===== config.mk =====
export PLATFORM = sky130hd
export DESIGN_NAME = alu_result_misr
export DESIGN_NICKNAME = d
export VERILOG_FILES = /design/src/rtl/alu_result_misr.sv
export SDC_FILE = /design/constraint.sdc
export NUM_CORES = 1
export LEC_CHECK = 0
export CAP_MARGIN = 20
export CORE_MARGIN = 10
export CORE_UTILIZATION = 43
export DETAILED_ROUTE_END_ITERATION = 16
export GPL_ROUTABILITY_DRIVEN = 0
export PLACE_DENSITY = 0.72
export SYNTH_ARGS = -nofsm -noshare
export SYNTH_HDL_FRONTEND = slang
export SYNTH_SLANG_ARGS = --single-unit

===== constraint.sdc =====
create_clock -name clk -period 1.75 [get_ports clk]
set_clock_uncertainty 0.15 [all_clocks]
set_input_delay 0.4375 -clock clk [delete_from_list [all_inputs] [get_ports clk]]
set_output_delay 0.4375 -clock clk [all_outputs]
set_load 0.02 [all_outputs]

===== src/rtl/alu_result_misr.sv =====
// BIST response compactor for the 4-bit ALU: folds {zero_flag, result} samples into a MISR
// and compares the final signature against a golden value latched at start.
module alu_result_misr #(
    parameter int               SIG_W = 8,
    parameter logic [SIG_W-1:0] POLY  = 8'h1D,
    parameter logic [SIG_W-1:0] SEED  = 8'h00
) (
    input  logic             clk,
    input  logic             rst,
    input  logic             start,
    input  logic [7:0]       num_vec,
    input  logic [SIG_W-1:0] golden,
    input  logic             in_valid,
    input  logic [3:0]       result,
    input  logic             zero_flag,
    output logic             busy,
    output logic             done,
    output logic             pass,
    output logic [SIG_W-1:0] signature,
    output logic [7:0]       vec_cnt
);

    typedef enum logic [1:0] {
        ST_IDLE = 2'd0,
        ST_RUN  = 2'd1,
        ST_DONE = 2'd2
    } state_t;

    state_t           state;
    logic [7:0]       num_vec_q;
    logic [SIG_W-1:0] golden_q;
    logic [7:0]       vec_cnt_nxt;

    // One MISR step: shift left, fold the dropped MSB back through the taps, xor in the sample.
    function automatic logic [SIG_W-1:0] misr_step(input logic [SIG_W-1:0] sig,
                                                   input logic [4:0]       sample);
        logic [SIG_W-1:0] din;
        din      = '0;
        din[4:0] = sample;
        return {sig[SIG_W-2:0], 1'b0} ^ (sig[SIG_W-1] ? POLY : '0) ^ din;
    endfunction

    assign vec_cnt_nxt = vec_cnt + 8'd1;

    always_ff @(posedge clk) begin
        if (rst) begin
            state     <= ST_IDLE;
            signature <= SEED;
            vec_cnt   <= 8'd0;
            num_vec_q <= 8'd0;
            golden_q  <= '0;
        end else begin
            case (state)
                ST_IDLE, ST_DONE: begin
                    if (start) begin
                        num_vec_q <= num_vec;
                        golden_q  <= golden;
                        signature <= SEED;
                        vec_cnt   <= 8'd0;
                        state     <= (num_vec != 8'd0) ? ST_RUN : ST_DONE;
                    end
                end
                ST_RUN: begin
                    if (in_valid) begin
                        signature <= misr_step(signature, {zero_flag, result});
                        vec_cnt   <= vec_cnt_nxt;
                        if (vec_cnt_nxt == num_vec_q) begin
                            state <= ST_DONE;
                        end
                    end
                end
                default: state <= ST_IDLE;
            endcase
        end
    end

    assign busy = (state == ST_RUN);
    assign done = (state == ST_DONE);
    assign pass = done && (signature == golden_q);

endmodule


==> results of run 1 <==
-- worst register-to-register path, stage by stage (launching register included) --
cell,delay (ns)
dfxtp_4,0.35
buf_4,0.16
and3_1,0.16
and3_4,0.20
xnor2_2,0.16
nor3_2,0.06
a311o_1,0.37
o31ai_2,0.06
-- where the power goes --
group | switching, µW | internal [µW] | total [µW]
logic | 186 | 189 | 375
registers | 29.6 | 810 | 840
clock network | 288 | 317 | 606
total | 504 | 1320 | 1820
-- logic make-up after synthesis --
family | Yosys count | synth area share
AOI/OAI and AO/OA | 47 | 0.153
xor gates and xnor gates | 28 | 0.144
adders and majority gates | 1 | 0.00734
buffers and inverters | 14 | 0.0345
DFF | 34 | 0.399
muxes | 1 | 0.00587
and+or+nand+nor | 91 | 0.256
-- layout by cell type (no fill, tap or decap), types with 3 or more instances in the layout --
master / n
a21oi_1: 29
a22oi_1: 3
a31oi_1: 4
and3_4: 3
buf_4: 38
clkbuf_8: 6
clkdlybuf4s15_1: 8
clkdlybuf4s50_1: 16
dfxtp_1: 28
dfxtp_2: 5
dlygate4sd2_1: 16
nand2_1: 38
nand3_1: 7
nand4_1: 3
nor2_1: 19
o21ai_0: 6
xnor2_1: 16
xnor2_2: 3
xor2_1: 9
-- registers in the layout, indices dropped and copies added, names as in the netlist --
signal / cells
vec_cnt: 8
state: 2
golden_q: 8
signature: 8
num_vec_q: 8
-- metal layers --
metal,share of wire,routed length (µm),up-vias
met4,0.013,63,0
met3,0.038,182,5
met1,0.50,2390,799
met2,0.45,2110,43
li1,-,-,882
met5,0,0,-
-- path summary, 6_finish.rpt --
kind,startpoint,to,slack [ns],cells past startpoint
setup / recovery,signature[2],pass,-0.20,5
hold / removal,golden_q[7],golden_q[7],0.32,2
setup reg to reg,vec_cnt[0],state[0],-0.01,7
hold reg to reg,golden_q[7],golden_q[7],0.32,2
-- area by class of cell --
| cell class | instances | area (µm²) |
|---|---|---|
| clock inverter | 1 | 5.00 |
| sequential | 34 | 691 |
| inverter | 1 | 3.75 |
| multi-input combinational | 168 | 1050 |
| timing repair buffer | 81 | 687 |
| tap | 48 | 60.1 |
| fill | 335 | 1160 |
| clock buffer | 7 | 86.3 |
-- repair_timing --
action	4_1_cts	5_1_grt
resized for setup	42	22
endpoints found under the setup margin	21	23
pin swaps	5	8
buffers inserted	1	3
-- through the flow --
stage	hold slack [ns]	TNS (ns)	cell area, µm²	util
after floorplan	0.298	0	1740	-
after global placement	0.306	-4.08	2420	0.645
after detailed placement	0.312	-3.87	2420	0.645
after CTS	0.322	-0.230	2500	0.667
after global routing	0.341	-0.500	2580	0.690
final	0.317	-0.232	2580	0.690
==> results.md, run 1 <==
* Outcome: finished, violations left
* Violated checks: setup timing
* Post-synth top area cell: dfxtp_1
* Max clock buf depth at 2
* Cell family with most CP delay: simple AND/OR/NAND/NOR gates
* Most common cell in the synthesized netlist: nand2_1
* Non-Filler Instances at 340
* CP peak stage delay at 0.36 ns
* Via density at 5.09
* Fraction of layout cells with a size suffix above 1 at 0.257
* Core Area at 0.00374 mm²
* Setup-failing EPs final at 3
* Critical path's slowest cell: dfxtp_1
* Slew margin rel. at 0.688
* Layout Area Growth over Synthesis at 51.5%
* H-tree Lvls at 2
* Vias in the first global route at 1,581
* Synth top cells by count: nand2_1 (39), dfxtp_1 (34), a21oi_1 (29)
* Buf+Inv Stages, Crit Path at 1
* Mapped Cells at 216
* Global routing met1 resource utilization at 0.174
* Synthesized area at 0.00170 mm²
* Post-Syn Area per Cell at 7.89 µm²
* Max cap viols at 0
* Synth unique cells at 33
* Grt met3 use at 0.0283
* Initial antenna violation count at 0
* Seq/Total Area, Yosys at 0.399
* Initial Util at 0.455
* Die height at 83.0 µm
* DRC viols at 0
* First-pass GRT wire length at 7.56 mm
* Number of synthesized flops with an enable pin at 0
* Die width at 83.0 µm
* Pwr dens at 705 mW/mm²
* GRT overflow at 0
* Initial drt markers at 127
* Number of diodes at 0
* Num rows at 22
* Upper clock frequency limit at 512 MHz
* Synth top area share at 0.399
* Die area at 0.00688 mm²
* GR Layer Usage met2 at 0.187
* Critical Path AT at 1.37 ns
* I/O pin cnt at 44
* Worst Path Required at 1.16 ns
* Via count at 1,729
* Pleak at 0.00107 µW
* Final WS setup at -0.205 ns
* Unrepaired setup endpoints after global routing: true
* Slew Viols, Final at 0
* Detailed Place HPWL at 3.50 mm
* Final Hold Fails at 0
* Routed Antenna Nets at 0
* Pin count of the biggest net entering global routing at 22
* Cells along the critical path: xnor2_1 > nand4_1 > nor4_1 > and3_2 > buf_4
* # port buffers at 43
* Worst slew pin tran at 0.468 ns
* Nets at 317
* Root Buffer: clkbuf_8
* Seq cells post-synth at 34
* CP Class: flop to output port
* Setup Slack @ Placement at -0.478 ns
* Crit Path Max Fanout at 2
* Most used DFF post-synth: dfxtp_1
* Routed length per placed instance at 14.0 µm
* CTS tree: built
* Top post-synthesis cells by area: dfxtp_1 (40%), xnor2_1 (9.8%), nand2_1 (8.6%), a21oi_1 (8.5%), xor2_1 (4.6%)
* Initial DRT Pass Iterations at 4
* Final WL at 4.75 mm
* Worst setup SP type: flop
* Post-synth net total at 242
* Critical Path End Type: output port
* Asr flop ratio synth at 0
* Gr usage total at 0.129
* Final Power at 1820 µW
* VDD IR-drop max at 0.461 mV
* Cts bufs inserted at 5
* Period utilisation layout at 1.12
* Busiest layer in global routing: met2
* CTS Hold Buffers Added at 0
* Inst Count DP at 328
* Clock transition at path regs at 0.08 ns
* Clk_lat worst skew at 0.29 ns
* Num Clock Sinks at 34
* HP Class: flop to flop
* Final min period at 1.95 ns
* Ys Warns at 0
No activity file was read; power rests on OpenSTA's default activity.
==> inputs of run 2 (changes only) <==
--- a/config.mk
+++ b/config.mk
@@ -7,10 +7,12 @@
 export LEC_CHECK = 0
 export CAP_MARGIN = 20
 export CORE_MARGIN = 10
-export CORE_UTILIZATION = 43
+export CORE_UTILIZATION = 45
+export CTS_BUF_LIST = sky130_fd_sc_hd__clkbuf_4 sky130_fd_sc_hd__clkbuf_8
 export DETAILED_ROUTE_END_ITERATION = 16
 export GPL_ROUTABILITY_DRIVEN = 0
-export PLACE_DENSITY = 0.72
+export PLACE_DENSITY = 0.75
+export SETUP_SLACK_MARGIN = 0.02
 export SYNTH_ARGS = -nofsm -noshare
 export SYNTH_HDL_FRONTEND = slang
 export SYNTH_SLANG_ARGS = --single-unit
==> results.md, run 2 (same netlist as run 1, synthesis figures left out) <==
* Routed Antenna Nets at 0
* Unrepaired setup endpoints after global routing: true
* Crit Path Max Fanout at 2
* Num Clock Sinks at 34
* Die height at 81.5 µm
* Fraction of layout cells with a size suffix above 1 at 0.291
* First-pass GRT wire length at 7.36 mm
* Via density at 5.16
* Final instance area at 0.00261 mm²
* Pwr dens at 757 mW/mm²
* CP peak stage delay at 0.36 ns
* Commonest non-fill, non-tap cell in the layout: nand2_1
* Num rows at 22
* Critical Path End Type: output port
* Part of the power in the clock network at 0.380
* Combinational power share at 0.192
* Final Hold Fails at 0
* VDD IR-drop max at 0.545 mV
* Vias in the first global route at 1,611
* Pin count of the biggest net entering global routing at 22
* Setup-failing EPs final at 2
* Nets at 314
* I/O pin cnt at 44
* Final min period at 1.98 ns
* Outcome: finished, violations left
* Placement Cell Area at 0.00238 mm²
* Detailed Place HPWL at 3.50 mm
* Max cap viols at 0
* H-tree Lvls at 2
* Core Area at 0.00366 mm²
* Max clock buf depth at 2
* Routed length per placed instance at 14.3 µm
* Die area at 0.00665 mm²
* Fill count at 308
* Worst Path Required at 1.16 ns
* Initial Util at 0.465
* Critical path's slowest cell: dfxtp_1
* Cts bufs inserted at 5
* Pleak at 0.00108 µW
* Register area at 702 µm²
* HP Class: flop to flop
* Final design utilization at 0.712
* Reg power frac at 0.427
* Number of diodes at 0
* Initial drt markers at 113
* DRC viols at 0
* Worst slew pin tran at 0.271 ns
* P_sw at 494 µW
* CTS Hold Buffers Added at 0
* Commonest cells after routing, fill and taps aside: nand2_1 (38), buf_4 (33), a21oi_1 (28)
* Worst setup SP type: flop
* Cells along the critical path: xnor2_1 > nand4_1 > nor4_2 > and3_4 > buf_6
* Critical Path AT at 1.39 ns
* Clk_lat worst skew at 0.28 ns
* Period utilisation layout at 1.13
* Slew margin rel. at 0.818
* CP Class: flop to output port
* Clock transition at path regs at 0.07 ns
* Via count at 1,739
* Sw Ratio at 0.250
* Initial antenna violation count at 0
* # port buffers at 43
* Area of the multi-input gates at 0.00106 mm²
* Final WL at 4.81 mm
* Gr usage total at 0.140
* Upper clock frequency limit at 505 MHz
* P_int at 1480 µW
* Root Buffer: clkbuf_8
* Final WS setup at -0.231 ns
* CTS tree: built
* GRT overflow at 0
* Violated checks: setup timing
* Slew Viols, Final at 0
* Initial DRT Pass Iterations at 4
* Die width at 81.5 µm
* Layout Area Growth over Synthesis at 52.9%
-- run 2: stage by stage --
step           total power, µW  TNS, ns  worst slack [ns]  hold slack, ns  cells
4_1_cts                   1950   -0.373            -0.316           0.319    332
2_1_floorplan             1050        0            0.0200           0.298    216
3_5_place_dp              1210    -4.82            -0.516           0.310    323
3_3_place_gp              1200    -4.32            -0.426           0.306    323
5_1_grt                   2050   -0.454            -0.325           0.342    337
6_report                  1970   -0.297            -0.231           0.317    337
-- run 2: routing by layer --
layer	global-route usage	part of all wire
met5	0	0
met4	0.0606	0.015
met3	0.0306	0.039
met2	0.221	0.47
met1	0.178	0.47
-- run 2: timing repair --
action / in CTS / in global routing
resized for setup: 54 / 26
pin swaps: 10 / 13
buffers inserted: 1 / 5
endpoints found under the setup margin: 23 / 20
-- run 2: cell type report --
cell class              instances  share of cell area
multi-input cells             168               0.407
flip-flops and latches         34               0.269
repair buffers                 78               0.253
clock buffers                   7              0.0346
well taps                      48              0.0230
clock inverters                 1              0.0115
inverters                       1             0.00144
-- run 2: worst max-delay path, delay by kind of cell (launching register included) --
family / cells / cell delay (ns)
buffers and inverters: 1 / 0.11
AND/OR/NAND/NOR: 3 / 0.50
flip-flops: 1 / 0.36
XOR/XNOR: 1 / 0.13
-- run 2: power by group through the flow --
stage,combinational (µW),sequential (µW),clock [µW]
after floorplan,189,865,0
after global placement,349,856,0
after detailed placement,355,858,0
after CTS,350,841,755
after global routing,417,847,791
final,379,843,750
-- run 2: path summary, 6_finish.rpt --
kind | end | slack, ns | start | cells after the start
worst max-delay path | pass | -0.23 | signature[6] | 5
worst min-delay path | golden_q[0] | 0.32 | golden_q[0] | 2
worst max register to register | state[0] | -0.07 | vec_cnt[0] | 7
worst min register to register | golden_q[0] | 0.32 | golden_q[0] | 2
